--- src/rtl/v_ram_stream_pkg.sv ---
// Shared types and sizing for the RAM stream reader and its skid FIFO.
package v_ram_stream_pkg;

    typedef enum logic [1:0] {
        IDLE  = 2'd0,
        RUN   = 2'd1,
        DRAIN = 2'd2,
        ZERO  = 2'd3
    } state_t;

    localparam int FIFO_DEPTH = 3;
    localparam int CNT_W      = $clog2(FIFO_DEPTH + 1);
    localparam int PTR_W      = $clog2(FIFO_DEPTH);

    // Circular pointer advance for a non-power-of-two depth.
    function automatic logic [PTR_W-1:0] ptr_next(input logic [PTR_W-1:0] p);
        return (p == PTR_W'(FIFO_DEPTH - 1)) ? '0 : p + 1'b1;
    endfunction

endpackage

--- src/rtl/v_ram_stream_fifo.sv ---
// Small synchronous FIFO with head-of-queue output; absorbs the RAM read latency.
// Pop on empty is ignored; the caller's issue rule keeps push from overflowing.
module v_ram_stream_fifo
    import v_ram_stream_pkg::*;
#(
    parameter int W = 17
) (
    input  logic             clk,
    input  logic             rst_n,
    input  logic             push,
    input  logic             pop,
    input  logic [W-1:0]     din,
    output logic [W-1:0]     dout,
    output logic [CNT_W-1:0] count,
    output logic             empty
);

    logic [W-1:0]     mem [FIFO_DEPTH];
    logic [PTR_W-1:0] wr_ptr;
    logic [PTR_W-1:0] rd_ptr;
    logic             do_push;
    logic             do_pop;

    assign empty   = (count == '0);
    assign do_pop  = pop && !empty;
    assign do_push = push && ((count != CNT_W'(FIFO_DEPTH)) || do_pop);
    assign dout    = mem[rd_ptr];

    always_ff @(posedge clk or negedge rst_n) begin
        if (!rst_n) begin
            for (int i = 0; i < FIFO_DEPTH; i++) mem[i] <= '0;
            wr_ptr <= '0;
            rd_ptr <= '0;
            count  <= '0;
        end else begin
            if (do_push) begin
                mem[wr_ptr] <= din;
                wr_ptr      <= ptr_next(wr_ptr);
            end
            if (do_pop) rd_ptr <= ptr_next(rd_ptr);
            case ({do_push, do_pop})
                2'b10:   count <= count + 1'b1;
                2'b01:   count <= count - 1'b1;
                default: count <= count;
            endcase
        end
    end

endmodule

--- src/rtl/v_ram_stream_reader.sv ---
// Streams `length` words from a 1-cycle-latency RAM starting at base_addr (wrapping).
// Reads are throttled by FIFO occupancy plus the in-flight read, so m_ready never reaches ram_addr.
module v_ram_stream_reader
    import v_ram_stream_pkg::*;
#(
    parameter int AW = 8,
    parameter int DW = 16
) (
    input  logic          clk,
    input  logic          rst_n,
    input  logic          start,
    input  logic [AW-1:0] base_addr,
    input  logic [AW:0]   length,
    output logic          busy,
    output logic          done,
    output logic [AW-1:0] ram_addr,
    input  logic [DW-1:0] ram_dout,
    output logic          m_valid,
    input  logic          m_ready,
    output logic [DW-1:0] m_data,
    output logic          m_last
);

    localparam int SUM_W = CNT_W + 1;

    state_t           state;
    state_t           state_nxt;
    logic [AW-1:0]    addr_q;
    logic [AW:0]      rem_q;
    logic             inflight_q;
    logic             last_inflight_q;
    logic             done_q;
    logic             issue;
    logic             pop;
    logic             last_accepted;
    logic             finish;
    logic             accept;
    logic [CNT_W-1:0] fifo_count;
    logic             fifo_empty;
    logic [DW:0]      head;

    // The in-flight read already owns a FIFO slot it will land in next cycle.
    assign issue = (state == RUN) &&
                   ((SUM_W'(fifo_count) + SUM_W'(inflight_q)) < SUM_W'(FIFO_DEPTH));
    assign accept        = (state == IDLE) && start && (length != '0);
    assign pop           = m_valid && m_ready;
    assign last_accepted = pop && head[DW];

    always_comb begin
        state_nxt = state;
        finish    = 1'b0;
        case (state)
            IDLE:  if (start) state_nxt = (length == '0) ? ZERO : RUN;
            RUN:   if (issue && rem_q == (AW+1)'(1)) state_nxt = DRAIN;
            DRAIN: if (last_accepted) begin
                       state_nxt = IDLE;
                       finish    = 1'b1;
                   end
            ZERO:  begin
                       state_nxt = IDLE;
                       finish    = 1'b1;
                   end
            default: state_nxt = IDLE;
        endcase
    end

    always_ff @(posedge clk or negedge rst_n) begin
        if (!rst_n) begin
            state           <= IDLE;
            addr_q          <= '0;
            rem_q           <= '0;
            inflight_q      <= 1'b0;
            last_inflight_q <= 1'b0;
            done_q          <= 1'b0;
        end else begin
            state           <= state_nxt;
            done_q          <= finish;
            inflight_q      <= issue;
            last_inflight_q <= issue && (rem_q == (AW+1)'(1));
            if (accept) begin
                addr_q <= base_addr;
                rem_q  <= length;
            end else if (issue) begin
                addr_q <= addr_q + 1'b1;
                rem_q  <= rem_q - 1'b1;
            end
        end
    end

    v_ram_stream_fifo #(.W(DW + 1)) u_fifo (
        .clk   (clk),
        .rst_n (rst_n),
        .push  (inflight_q),
        .pop   (pop),
        .din   ({last_inflight_q, ram_dout}),
        .dout  (head),
        .count (fifo_count),
        .empty (fifo_empty)
    );

    assign ram_addr = addr_q;
    assign busy     = (state != IDLE);
    assign done     = done_q;
    assign m_valid  = !fifo_empty;
    assign m_data   = head[DW-1:0];
    assign m_last   = head[DW];

endmodule
--- config.mk ---
export PLATFORM = sky130hd
export DESIGN_NAME = v_ram_stream_reader
export DESIGN_NICKNAME = d
export VERILOG_FILES = /design/src/rtl/v_ram_stream_pkg.sv /design/src/rtl/v_ram_stream_fifo.sv /design/src/rtl/v_ram_stream_reader.sv
export SDC_FILE = /design/constraint.sdc
export NUM_CORES = 1
export LEC_CHECK = 0
export ABC_CLOCK_PERIOD_IN_PS = 1890
export CAP_MARGIN = 5
export CELL_PAD_IN_SITES_DETAIL_PLACEMENT = 2
export CELL_PAD_IN_SITES_GLOBAL_PLACEMENT = 2
export CORE_UTILIZATION = 31
export DETAILED_ROUTE_END_ITERATION = 16
export PLACE_DENSITY_LB_ADDON = 0.05
export SLEW_MARGIN = 5
export SYNTH_ARGS = -nofsm -noshare
export SYNTH_HDL_FRONTEND = slang
export SYNTH_SLANG_ARGS = --single-unit
--- constraint.sdc ---
create_clock -name clk -period 1.89 [get_ports clk]
set_input_delay 0.189 -clock clk [delete_from_list [all_inputs] [get_ports clk]]
set_output_delay 0.189 -clock clk [all_outputs]
set_load 0.01 [all_outputs]
==> parameters.txt, run 1 <==
Parameter                              Value

Outcome
  Result of the run ... finished, violations left
  Violated checks ... design-rule violations

STA
  Highest clock frequency the design can meet ... 539 MHz
  Setup TNS ... 0 ns
  Hold Violations, Final ... 0
  Measured slew at the worst slew-check pin ... 0.408 ns
  Post-route fraction of the period consumed by the critical path ... a little over nine tenths
  Max Transition Viols Final ... 0
  Largest clock skew in the final design ... 0.00418 ns
  Tmin final ... around 1.9 ns
  Final-report setup violation count ... 0
  Normalized max-slew margin ... 72.6%

Placement
  IO buf count ... 64
  Detail Placement HPWL ... 7070 um
  Area of placed instances ... 0.00480 mm2
  Cells after DPL ... between 500 and 600
  Last weighted congestion value of the routability-driven placer ... 0.740

Layout
  Share of the core filled with cells ... between 40% and 50%
  Final Instance Count excl. Fillers ... 567
  Proportion of layout cells with a drive suffix above 1 ... 31.6%
  Final design instance area without fill ... about 0.0053 mm2
  Area growth, synth to finish ... 40.3%
  Number of nets in the final layout ... approximately 460
  Antenna cell count ... 0

Clock network
  Clock buffer count from CTS ... 9
  Clock tree from TritonCTS ... yes
  CTS clk-pin slew, worst paths ... 0.06 ns
  Clock Root Buffer ... clkbuf_16
  Number of H-tree levels ... 3
  Clock buffer depth ... 2
  Sinks on the clock net ... slightly below 80
  Clk_lat worst skew ... 0.34 ns

Routing
  Average detailed-routed wire length per instance ... around 18 um
  Post-detailed-route via-to-cell ratio ... approximately 5
  Number of DRC markers after the initial detailed-route iteration ... 40
  Number of detailed-routing iterations run before antenna repair ... 10
  Total number of vias ... 2834
  Max Used Layer ... met4
  DRC ... 4
  Drt total wl ... 10000 um
  Met1 WL ... 4330 um
  Number of nets with antenna violations after detailed routing ... 0
  Met3 wire length ... 295 um
  Met2 wirelength from detailed routing ... about 5200 um

Pwr
  Max rail drop VDD ... 349 uV
  PD cells ... ~740 mW/mm2
  Standby leakage power ... 2.43 nW

Logic synthesis
  Simple logic cell fraction of the synthesized area ... 12.4%
  Cell taking the most area after synthesis ... dfrtp_1
  Xor/xnor cell area share of the yosys netlist ... 2.33%
  Area of the mapped netlist ... 0.00376 mm2
  Warning count from the yosys run ... 0
  Dominant combinational cell family by area after synthesis ... multiplexers
  Gate Count Post-Synth ... between 300 and 400
  Post-Synthesis Net Count ... 362
  Fraction of synthesized area in multiplexers ... approximately 20%
  Count of unique library cells instantiated by Yosys ... 45
  Async set-reset flop share out of synthesis ... 100%
  Yosys reg bits ... 79
  Synthesized area per cell ... 11.8 um2
  Main flop type after synthesis ... dfrtp_1
  Area share of fa/ha/maj cells after synthesis ... 1.99%
  Largest cells by area after synthesis ... dfrtp_1, mux2_2, mux2i_1
  EDFF count, synth ... 0
  Share of the synthesized area in the top cell type ... 52.5%
  Complex-gate fraction of the synthesized area ... 8.18%
  Sequential-to-total area share from yosys stat ... 52.5%

Critical path
  Reg2Reg Depth ... 10
  Category of the worst setup path capture point ... primary output
  Data required time of the worst path ... 1.70 ns
  Data arrival time at the worst-slack endpoint ... around 1.7 ns
  Maximum fanout along the worst path ... 4
  Worst setup path startpoint ... u_fifo.count[0]
  Worst setup path category ... flop to primary output
  Startpoint of the lowest-slack register-to-register path ... inflight_q
  Worst setup SP type ... flop

Global routing
  Number of antenna violations at the first check in global routing ... 0
  Total Routing Usage GR ... ~17%
  Via count of the first global-routing pass ... 3145
  Maximum number of pins on one net before global-route repair ... 45
  First-pass GRT wire length ... 16300 um
  Overflow after GRT ... 0

Die
  Total Die Area ... approximately 0.013 mm2
  CORE AREA ... 0.0116 mm2
  Initial Utilization ... about 32%
  I/O pin cnt ... 65
  Y dimension of the die ... between 100 and 150 um
  Number of rows created at floorplan ... 39
  Die Width ... 112 um

Job
  Number of max-cap violations ... 0

Worst hold path
  Hold WC Path Type ... input port to asynchronous set/reset pin
[logic make-up (layout without fill, tap and decap cells)]
logic type | Yosys count | in the layout
adder cells (fa/ha/maj) | 6 | 6
buffers and inverters | 18 | 123
flip-flops | 79 | 79
AO/OA/AOI/OAI | 45 | 45
XOR/XNOR | 10 | 10
AND/OR/NAND/NOR | 92 | 92
multiplexers | 69 | 69
[metal layers]
| metal | vias to the layer above | global-route usage (%) |
|---|---|---|
| li1 | 1335 | - |
| met1 | 1437 | 20.6 |
| met2 | 52 | 30.2 |
| met3 | 10 | 3.08 |
| met4 | 0 | 7.20 |
| met5 | - | 0 |
[through the flow]
step	power (mW)	hold WS (ns)	setup WS, ns
global route	4.05	0.284	-0.0112
finish	3.91	0.275	0.0342
floorplan	1.77	-0.107	0.0385
CTS	3.98	0.270	0.00620
global placement	1.93	0.0754	-0.123
detailed placement	1.93	0.0746	-0.181
[flip-flops by register name, indices dropped and copies added (netlist names)]
name / count
last_inflight_q: 1
ram_addr: 8
state: 2
inflight_q: 1
done: 1
u_fifo.count: 2
u_fifo.mem: 51
rem_q: 9
u_fifo.wr_ptr: 2
u_fifo.rd_ptr: 2
[synth_stat cells, types with 3 or more instances]
cell	count
a21oi_1	4
ha_1	6
dfrtp_1	79
clkbuf_1	4
xor2_1	8
buf_2	5
nor2_1	9
inv_1	4
mux2_2	52
mux2i_1	17
o21ai_2	5
o211ai_1	4
nand4_1	6
nor3_1	3
nand3_1	10
o21ai_0	18
nand2_1	43
or2_2	4
[report_power, final]
group          internal [mW]  switching, mW
registers               1.70         0.0141
logic                  0.103         0.0817
clock network           1.32          0.691
total                   3.13          0.787
[cells in the final DEF, fill, tap and decap left out, types with 7 or more instances in the layout]
master           synthesis  layout
dfrtp_1                 79      78
dlygate4sd2_1            0      15
mux2i_1                 17      17
o21ai_0                 18      16
xor2_1                   8       7
nand2_1                 43      42
mux2_2                  52      52
clkdlybuf4s50_1          0      46
clkbuf_16                0       9
nor2_1                   9       8
nand3_1                 10      10
buf_4                    2      27
buf_12                   0       7
[path summary, 6_finish.rpt]
path	endpoint	slack, ns
hold reg to reg	u_fifo.mem[46]	0.50
setup / recovery	m_valid	0.03
min in group clk	ram_addr[5]	0.40
hold / removal	u_fifo.wr_ptr[0]	0.28
setup reg to reg	ram_addr[5]	0.09
max in group asynchronous	ram_addr[2]	1.05
[cell type report]
type,instances,area (um2)
Fill cell,1183,6330
Inverter,5,21.3
Sequential cell,79,1980
Tap cell,143,179
Multi-Input combinational cell,222,1750
Clock inverter,6,108
Clock buffer,10,239
Timing Repair Buffer,102,1000
[timing repair]
| item | 4_1_cts | 5_1_grt |
|---|---|---|
| hold buffers | 1 | 0 |
| endpoints found under the setup margin | 19 | 12 |
| pin swaps | 0 | 4 |
| gates resized for setup | 28 | 18 |
| setup buffers | 3 | 7 |
| hold endpoints to repair | 14 | 0 |
[critical path, cell delays in order (launching register included)]
cell	delay [ns]
dfrtp_1	0.39
buf_4	0.16
or2_2	0.30
clkdlybuf4s50_1	0.48
No activity file was read; power rests on OpenSTA's default activity.
==> inputs of run 2 (changes only) <==
--- a/config.mk
+++ b/config.mk
@@ -11,6 +11,7 @@
 export CELL_PAD_IN_SITES_GLOBAL_PLACEMENT = 2
 export CORE_UTILIZATION = 31
 export DETAILED_ROUTE_END_ITERATION = 16
+export GPL_TIMING_DRIVEN = 0
 export PLACE_DENSITY_LB_ADDON = 0.05
 export SLEW_MARGIN = 5
 export SYNTH_ARGS = -nofsm -noshare
==> parameters.txt, run 2 (synthesis results as in run 1) <==
Parameter                              Value

Clock network
  Clock buffer depth ... 2 (unchanged)
  Clk_lat worst skew ... 0.34 ns (about the same)
  Clock Root Buffer ... clkbuf_16
  Clock buffer count from CTS ... 9 (unchanged)
  CTS clk-pin slew, worst paths ... 0.06 ns (about the same)
  Number of H-tree levels ... 3 (unchanged)
  Clock tree from TritonCTS ... yes
  Sinks on the clock net ... 79 (unchanged)

Placement
  IO buf count ... 64 (unchanged)
  Detail Placement HPWL ... 6590 um (-6.8%)
  Last weighted congestion value of the routability-driven placer ... 0.759 (+2.5%)
  Area of placed instances ... 0.00461 mm2 (-4.0%)

Global routing
  Maximum number of pins on one net before global-route repair ... 63 (+40%)
  First-pass GRT wire length ... 16800 um (+2.7%)
  Total Routing Usage GR ... 17.5% (+0.39 points)
  Via count of the first global-routing pass ... 3232 (+2.8%)
  Number of antenna violations at the first check in global routing ... 0 (unchanged)
  Overflow after GRT ... 0 (unchanged)

Die
  I/O pin cnt ... 65 (unchanged)
  Number of rows created at floorplan ... 39 (unchanged)
  Total Die Area ... 0.0126 mm2 (unchanged)
  Die Width ... 112 um (unchanged)
  Y dimension of the die ... 112 um (unchanged)
  CORE AREA ... 0.0116 mm2 (unchanged)
  Initial Utilization ... 32.4% (unchanged)

Routing
  Total number of vias ... 2832 (-0.071%)
  DRC ... 4 (unchanged)
  Average detailed-routed wire length per instance ... 18.2 um (+3.1%)
  Number of detailed-routing iterations run before antenna repair ... 10 (unchanged)
  Post-detailed-route via-to-cell ratio ... 5.08 (+1.5%)
  Number of DRC markers after the initial detailed-route iteration ... 50 (+25%)
  Number of nets with antenna violations after detailed routing ... 0 (unchanged)
  Drt total wl ... 10200 um (+1.5%)

Critical path
  Reg2Reg Depth ... 8 (-2)
  Worst setup path category ... flop to flop
  Maximum fanout along the worst path ... 4 (unchanged)
  Startpoint of the lowest-slack register-to-register path ... u_fifo.count[0]
  Capturing point of the worst reg2reg path ... rem_q[7]
  Category of the worst setup path capture point ... flop
  Worst setup SP type ... flop
  Data arrival time at the worst-slack endpoint ... 2.13 ns (+0.46 ns)
  Reg2reg setup slack ... 0.04 ns (-0.05 ns)
  Data required time of the worst path ... 2.17 ns (+0.47 ns)

STA
  Post-route fraction of the period consumed by the critical path ... 97.8% (-0.43 points)
  Highest clock frequency the design can meet ... 541 MHz (+0.44%)
  Largest clock skew in the final design ... 0.00650 ns (+0.00232 ns)
  Final-report setup violation count ... 0 (unchanged)
  RSZ-0062 raised after global routing ... yes
  Tmin final ... 1.85 ns (-0.00818 ns)
  Measured slew at the worst slew-check pin ... 0.552 ns (+0.143 ns)
  Normalized max-slew margin ... 62.9% (-9.6 points)
  Hold Violations, Final ... 0 (unchanged)
  Max Transition Viols Final ... 0 (unchanged)

Outcome
  Result of the run ... finished, violations left
  Violated checks ... design-rule violations

Layout
  Final design instance area without fill ... 0.00522 mm2 (-1.2%)
  Area growth, synth to finish ... 38.6%
  Most common cell after layout, fill and taps aside ... dfrtp_1
  Number of nets in the final layout ... 453 (-1.9%)
  Number of flip-flops under the largest register name ... 51 (unchanged)
  Register ranked first by flip-flop count ... u_fifo.mem
  Proportion of layout cells with a drive suffix above 1 ... 32.0% (+0.44 points)
  Most frequent cells in the layout ... dfrtp_1, mux2_2, clkdlybuf4s50_1, nand2_1
  Antenna cell count ... 0 (unchanged)

Pwr
  Standby leakage power ... 2.39 nW (-1.5%)
  Max rail drop VDD ... 347 uV (-0.47%)
  Total power after layout ... 3.78 mW (-3.3%)
  PD cells ... 725 mW/mm2 (-2.1%)

Worst hold path
  Hold WC Path Type ... input port to asynchronous set/reset pin

Job
  Number of max-cap violations ... 0 (unchanged)
-- run 2: cell types whose count changed in the layout (fill, tap and decap cells not counted), sizes merged, moves of 2 or more --
cell	before	now
clkbuf	10	20
clkdlybuf4s15	0	4
buf	40	25
clkinv	2	4
dlygate4sd2	15	8
-- run 2: final cells by class --
type / instances / area, um2
inverters: 5 / 23.8
repair buffers: 80 / 772
well taps: 143 / 179
flip-flops and latches: 79 / 1980
clock inverters: 6 / 83.8
multi-input cells: 222 / 1780
fillers: 1182 / 6400
plain buffers: 13 / 163
clock buffers: 10 / 239
-- run 2: through the flow --
step	setup TNS, ns	instances	util (%)	setup WS (ns)	hold WS, ns
floorplan	0	319	-	0.0385	-0.107
global placement	-213.17	526	39.5	-2.45	0.487
detailed placement	-21.09	527	39.7	-0.588	0.0943
CTS	-0.0257	549	43.8	-0.0163	0.278
global route	-0.0806	558	44.9	-0.0299	0.289
finish	0	558	44.9	0.0424	0.276
-- run 2: what timing repair did --
action                     CTS  global route
pin swaps                    1             5
gates cloned                 0             1
hold buffers                 1             0
resized for setup           57            27
setup endpoints to repair   70            31
buffers inserted             5             8
hold endpoints to repair    17             0
-- run 2: where the power goes --
part | switching (mW) | internal, mW | total (mW)
combinational | 0.0800 | 0.100 | 0.180
sequential | 0.0136 | 1.70 | 1.72
clock | 0.702 | 1.19 | 1.89
total | 0.795 | 2.99 | 3.78
-- run 2: worst max path at each step --
stage | startpoint | end | cells past startpoint
3_5_place_dp | u_fifo.rd_ptr[1] | m_data[10] | 6
6_report | u_fifo.count[0] | rem_q[7] | 8
3_3_place_gp | rst_n | ram_addr[3] | 1
4_1_cts | inflight_q | ram_addr[7] | 9
5_1_grt | u_fifo.count[0] | rem_q[7] | 8
2_1_floorplan | u_fifo.count[0] | rem_q[7] | 8
-- run 2: routing by layer --
metal,global-route usage (%),wire [um],part of all wire (%),vias up
met2,30.7,5210,51,52
met4,6.22,191,1.9,0
li1,-,-,-,1318
met1,21.2,4510,44,1448
met3,3.78,269,2.6,14
met5,0,0,0,-
-- run 2: worst max-delay path: stages, from the launching register on --
cell and delay (ns):
dfrtp_1 0.40, ha_2 0.19, ha_1 0.28, nand2_2 0.10, nand3_4 0.12, inv_6 0.11
nand3_4 0.07, or4_4 0.43, nand3_2 0.08
==> inputs of run 3 (changes only) <==
--- a/config.mk
+++ b/config.mk
@@ -10,6 +10,7 @@
 export CELL_PAD_IN_SITES_DETAIL_PLACEMENT = 2
 export CELL_PAD_IN_SITES_GLOBAL_PLACEMENT = 2
 export CORE_UTILIZATION = 31
+export CTS_CLUSTER_SIZE = 12
 export DETAILED_ROUTE_END_ITERATION = 16
 export GPL_TIMING_DRIVEN = 0
 export PLACE_DENSITY_LB_ADDON = 0.05
==> results of run 3 <==
Same layout as run 2: the final DEF is identical, and so are final timing and power.
==> patch 1 (flow settings as in run 2) <==
The parameter `DW` goes from 16 to 32.
--- a/src/rtl/v_ram_stream_reader.sv
+++ b/src/rtl/v_ram_stream_reader.sv
@@ -4,7 +4,7 @@
     import v_ram_stream_pkg::*;
 #(
     parameter int AW = 8,
-    parameter int DW = 16
+    parameter int DW = 32
 ) (
     input  logic          clk,
     input  logic          rst_n,
Ports: changed (resized m_data and ram_dout); port bits go from 65 to 97. No check against the original RTL was run, so the function may have changed too.
==> patch 1 against run 2 <==
- the run ends with setup timing left
- sequential share of layout area is 0.33 points lower
- design area is 63% higher
- utilization is 1.7 points higher
- via count is 53% higher
- synthesized area is 55% higher
- hold slack better by 0.0083 ns
- power grew to 4.5 times the old value
- worst setup slack worse by 0.19 ns
- wire length is 71% higher
- cell count is 56% higher
- sequential cell count is 48 higher
- critical path depth stayed put
==> patch 1: results (changes against run 2) <==
Status
The run finished, with violations left. The final reports fail on setup timing.

Global routing
The initial antenna violation count is 0 (unchanged). The number of global-route vias before repair is 5011 (+55%). The global-route usage over all layers came to 19.1% (+1.6 points).

The wire length of the first global-routing pass came to 28200 um (+68%). The largest net degree at the start of global routing is 80 (+27%).

Route
The detailed router's first-iteration violation count was 136 (+170%). The number of optimization iterations in the first detailed-route pass is 4 (-6). The wire length per cell was 19.9 um (+9.2%). The via total after detailed routing is 4343 (+53%).

Placement
The pre-CTS setup slack came to -0.974 ns (-0.385 ns). The HPWL reported at the end of detailed placement came to 11100 um (+69%). The placement-stage cell area is 7160 um2 (+55%). The number of I/O port buffers is 96 (+50%). The routability-driven placement congestion ratio is 0.756 (-0.37%).

Min path
The path class of the tightest hold or removal check is input port to asynchronous set/reset pin.

Setup path
The maximum cell stage delay along the critical path came to 0.46 ns (+0.03 ns). The slowest stage of the critical path is the sky130_fd_sc_hd__or3_4 cell. The top fanout value on the critical path is 6 (+2). The kind of cell adding the most delay to the critical path is simple AND/OR/NAND/NOR gates.

The arrival time of the worst setup path was 2.34 ns (+0.21 ns).

Finish
The register bank with the most flops is u_fifo.mem. The count of fill cells added during filler insertion is 1775 (+50%). The post-layout net count is 691 (+53%). The share of final-layout standard cells stronger than drive strength 1 was 45.7% (+14 points). The flip-flop count of the largest register, all copies and words added is 99 (+94%). The number of antenna diodes was 0 (unchanged).

Pwr
The total leakage power was 3.63 nW (+52%). The worst supply voltage drop on vdd is 695 uV (+100%).

Clock tree
The clock network latency to the later pin of the worst-skew pair was 0.42 ns (+0.08 ns). The largest buffer count on any clock path came to 2 (unchanged). The clock transition at the registers of the reported paths is 0.06 ns (about the same).

The number of H-tree levels is 4 (+1). The clock tree root driver cell is sky130_fd_sc_hd__clkbuf_16. The number of buffers inserted during clock tree synthesis is 17 (+8).

Yosys
The sequential share of the synthesized area is 54.3% (+1.8 points). The number of warning messages in the yosys log is 0 (unchanged). The total nets after synthesis is 539 (+49%). The fraction of synthesis flops using an asynchronous set or reset pin is 100% (unchanged). By count the netlist is led by sky130_fd_sc_hd__dfrtp_1, sky130_fd_sc_hd__mux2_2, sky130_fd_sc_hd__nand2_1, sky130_fd_sc_hd__o21ai_0, sky130_fd_sc_hd__mux2i_1.

In the post-synthesis netlist, the biggest area contributors are sky130_fd_sc_hd__dfrtp_1, sky130_fd_sc_hd__mux2_2, sky130_fd_sc_hd__mux2i_1. The most instantiated flip-flop cell in the synthesis netlist is sky130_fd_sc_hd__dfrtp_1. The distinct cell type count after synthesis came to 51 (+13%).

STA
The final worst-path setup slack came to -0.146 ns (-0.188 ns). The worst setup skew after layout came to 0.0150 ns (+0.00853 ns). The worst relative slew slack was 57.2% (-5.7 points). The total of endpoints with negative setup slack in the final report is 18 (+18).

Run
The number of max-capacitance violations reported is 0 (unchanged).
-- patch 1: cell count changes in the layout (fill, tap and decap cells not counted), sizes merged, moves of 15 or more --
cell           change
buf               +66
dfrtp             +48
mux2              +48
o21ai             +18
mux2i             +16
clkdlybuf4s50     +15
-- patch 1: cell type report --
class | instances | share of cell area [%]
Sequential cell | 127 | 37.6
Multi-Input combinational cell | 318 | 33.8
Timing Repair Buffer | 142 | 15.5
Clock buffer | 20 | 5.38
Tap cell | 229 | 3.38
Buffer | 18 | 2.30
Clock inverter | 11 | 1.37
Inverter | 7 | 0.457
Timing Repair inverter | 1 | 0.192
-- patch 1: path summary, 6_finish.rpt --
| path | to | slack [ns] | start | cells after the start |
|---|---|---|---|---|
| worst max-delay path | rem_q[0] | -0.15 | u_fifo.count[0] | 8 |
| worst max register to register | rem_q[0] | -0.15 | u_fifo.count[0] | 8 |
| worst min register to register | u_fifo.mem[10] | 0.51 | u_fifo.mem[10] | 1 |
| min in group clk | ram_addr[3] | 0.35 | base_addr[3] | 3 |
| max in group asynchronous | u_fifo.count[0] | 0.80 | rst_n | 3 |
| worst min-delay path | u_fifo.mem[42] | 0.28 | rst_n | 2 |
-- patch 1: through the flow --
stage                     cells  hold slack, ns  utilization (%)  setup TNS, ns
after floorplan             480          -0.107                -         -0.592
after global placement      805           0.486             39.2        -669.99
after detailed placement    806           0.181             39.3         -88.60
after CTS                   863           0.309             45.1          -1.97
after global routing        873           0.316             46.6          -3.05
final                       873           0.284             46.6          -1.06
-- patch 1: per-layer routing --
metal  track usage (%)  vias up  wire, um
met5                 0        -         0
li1                  -     2013         -
met3              4.27       12       581
met2              32.8       66      9010
met1              23.8     2252      7620
met4              5.79        0       193
-- patch 1: power by group --
group          internal (mW)  switching, mW
clock network           1.99           1.23
registers               4.10          0.953
logic                   4.63           3.94
-- patch 1: cells by family after synthesis --
family	synth area share (%)
adder cells (fa/ha/maj)	1.28
buffers and inverters	2.59
AND/OR/NAND/NOR	8.98
AO/OA/AOI/OAI	6.27
flip-flops	54.3
XOR/XNOR	1.65
multiplexers	24.9
-- patch 1: repair_timing --
action / in CTS / in global routing
buffers inserted: 27 / 18
setup endpoints to repair: 154 / 84
cloned: 3 / 0
hold buffers: 1 / 0
endpoints found under the hold margin: 48 / 0
pin swaps: 16 / 17
gates resized for setup: 254 / 72
==> patch 2 (config.mk and constraints of run 2) <==
Made on the original files. The 4 states of `state_t` get a one-hot encoding in 4 bits.
--- a/src/rtl/v_ram_stream_pkg.sv
+++ b/src/rtl/v_ram_stream_pkg.sv
@@ -1,11 +1,11 @@
 // Shared types and sizing for the RAM stream reader and its skid FIFO.
 package v_ram_stream_pkg;
 
-    typedef enum logic [1:0] {
-        IDLE  = 2'd0,
-        RUN   = 2'd1,
-        DRAIN = 2'd2,
-        ZERO  = 2'd3
+    typedef enum logic [3:0] {
+        IDLE  = 4'b0001,
+        RUN   = 4'b0010,
+        DRAIN = 4'b0100,
+        ZERO  = 4'b1000
     } state_t;
 
     localparam int FIFO_DEPTH = 3;
Function: same outputs for any inputs over 10 cycles, from zero or initial values and one cycle with rst_n low; not proved beyond that.
==> patch 2 against run 2 <==
- the run ends with setup timing left
- sequential cell count grew 2
- synthesized area grew 4.1%
- die area grew 4.0%
- utilization grew 0.74 points
- clock skew shrank 0.00061 ns
- sequential share of layout area shrank 1.2 points
- wire length grew 14%
- design area grew 6.5%
- worst setup slack lost 0.062 ns
- critical path type unchanged
Power is not compared: it rests on default switching activity, and its combinational part moved more than twofold at a synthesized area within 25%.
==> patch 2: results (changes against run 2) <==
Global routing
The global-route usage over all layers is 19.4% (+1.9 points). The wire length of the first global-routing pass is 19100 um (+14%). The largest net degree at the start of global routing is 60 (-4.8%). The number of global-route vias before repair is 3575 (+11%).

STA
The actual slew at the worst max-slew pin came to 0.443 ns (-0.109 ns). The worst setup skew after layout came to 0.00589 ns (-0.000607 ns). The total of endpoints with negative setup slack in the final report came to 2 (+2). The total negative slack is -0.0222 ns (-0.0222 ns). The final worst-path setup slack is -0.0193 ns (-0.0617 ns).

Route
The wire length per cell is 18.9 um (+3.5%). The via total after detailed routing was 3172 (+12%). The number of optimization iterations in the first detailed-route pass is 4 (-6). The detailed router's first-iteration violation count is 40 (-20%).

Yosys
The sequential share of the synthesized area is 51.7% (-0.77 points). The distinct cell type count after synthesis is 50 (+11%). Ranked by instance count, the synthesized netlist is headed by sky130_fd_sc_hd__dfrtp_1, sky130_fd_sc_hd__mux2_1, sky130_fd_sc_hd__nand2_1, sky130_fd_sc_hd__mux2i_1, sky130_fd_sc_hd__o21ai_1. In the synthesized netlist the dominant register cell turns out to be sky130_fd_sc_hd__dfrtp_1. The mux share of post-synthesis cell area came to 19.6% (-0.51 points).

Ranked by total cell area, the synthesized netlist is headed by sky130_fd_sc_hd__dfrtp_1, sky130_fd_sc_hd__mux2_1, sky130_fd_sc_hd__mux2i_1. The complex-gate fraction of the synthesized area is 11.9% (+3.7 points). The share of synthesized cell area in full adder, half adder and majority cells is 1.60% (-0.40 points). The total nets after synthesis is 381 (+5.2%).

The synthesized-area fraction occupied by xor and xnor cells was 0.447% (-1.9 points).

Clock tree
The number of H-tree levels is 3 (unchanged). The clock network latency to the later pin of the worst-skew pair is 0.34 ns (about the same). The clock transition at the registers of the reported paths was 0.06 ns (about the same).

Placement
The HPWL reported at the end of detailed placement came to 7400 um (+12%). The placement-stage cell area came to 4830 um2 (+4.9%). The routability-driven placement congestion ratio is 0.780 (+2.8%).

Finish
The post-layout net count is 486 (+7.3%). The share of final-layout standard cells stronger than drive strength 1 was 26.8% (-5.3 points). The flip-flop count of the largest register, all copies and words added came to 51 (unchanged). The count of fill cells added during filler insertion is 1255 (+6.2%).

Status
The checks that failed: setup timing. The run finished, with violations left.

Setup path
The arrival time of the worst setup path came to 2.18 ns (+0.05 ns). The worst-path cell with the longest stage delay is sky130_fd_sc_hd__or4b_4. The top fanout value on the critical path is 8 (+4). The maximum cell stage delay along the critical path is 0.59 ns (+0.16 ns).

Pwr
The share of total power consumed by net switching is 36.1%.

Min path
The worst hold path class is input port to asynchronous set/reset pin.
patch 2: cell types whose count changed after synthesis, moves of 7 or more:
cell | before | now
sky130_fd_sc_hd__a21oi_1 | 4 | 12
sky130_fd_sc_hd__a221o_1 | 1 | 12
sky130_fd_sc_hd__inv_1 | 4 | 11
sky130_fd_sc_hd__mux2_1 | 0 | 39
sky130_fd_sc_hd__mux2_2 | 52 | 14
sky130_fd_sc_hd__nand2_1 | 43 | 28
sky130_fd_sc_hd__o21ai_0 | 18 | 8
sky130_fd_sc_hd__o21ai_1 | 2 | 16
sky130_fd_sc_hd__xor2_1 | 8 | 1
patch 2: routing by layer:
metal / vias to the layer above / routed length (um) / GRT usage (%)
met4: 0 / 301 / 8.83
met3: 18 / 262 / 2.59
met1: 1641 / 5140 / 23.9
met5: - / 0 / 0
met2: 51 / 5930 / 33.8
li1: 1462 / - / -
patch 2: area by class of cell:
cell class	instances	area, um2	share of cell area, %
flip-flops and latches	81	2040	36.7
multi-input cells	230	1950	35.2
repair buffers	98	908	16.4
clock buffers	11	243	4.37
well taps	168	210	3.78
plain buffers	11	131	2.37
inverters	13	51.3	0.924
clock inverters	4	20.0	0.360
patch 2: cells by family after synthesis:
family	after synthesis
and+or+nand+nor	85
DFF	81
muxes	70
AOI/OAI and AO/OA	68
buffers and inverters	28
adders and majority gates	5
xor gates and xnor gates	2
patch 2: metrics by stage:
stage / worst slack (ns) / std cells
3_5_place_dp: -0.655 / 572
6_report: -0.0193 / 616
5_1_grt: -0.0602 / 616
3_3_place_gp: -2.53 / 571
2_1_floorplan: -0.00559 / 339
4_1_cts: -0.0830 / 609
patch 2: timing repair:
action,4_1_cts,5_1_grt
pin swaps,7,15
gates resized for setup,85,29
cloned,1,0
hold buffers,1,0
buffers inserted,22,9
setup endpoints to repair,75,37
endpoints found under the hold margin,21,0
patch 2: worst max-delay path: cells and delay by family, from the launching register on:
family             cells  cell delay [ns]
and+or+nand+nor        2             1.16
DFF                    1             0.45
AOI/OAI and AO/OA      2             0.24
patch 2: path summary, 6_finish.rpt:
kind	from	end	slack [ns]	depth (start not counted)
max in group asynchronous	rst_n	u_fifo.count[0]	0.96	3
max reg2reg	state[2]	ram_addr[6]	-0.02	4
min	rst_n	u_fifo.mem[22]	0.31	2
min reg2reg	u_fifo.mem[49]	u_fifo.mem[49]	0.49	1
min in group clk	base_addr[3]	ram_addr[3]	0.47	2
max	state[2]	ram_addr[6]	-0.02	4
patch 2: power by group through the flow:
stage / combinational, mW / clock [mW] / sequential, mW
after CTS: 3.79 / 1.66 / 3.08
after floorplan: 2.04 / 0 / 2.94
after global routing: 4.26 / 1.72 / 3.21
after global placement: 3.39 / 0 / 3.02
after detailed placement: 3.48 / 0 / 3.08
final: 3.89 / 1.60 / 3.10
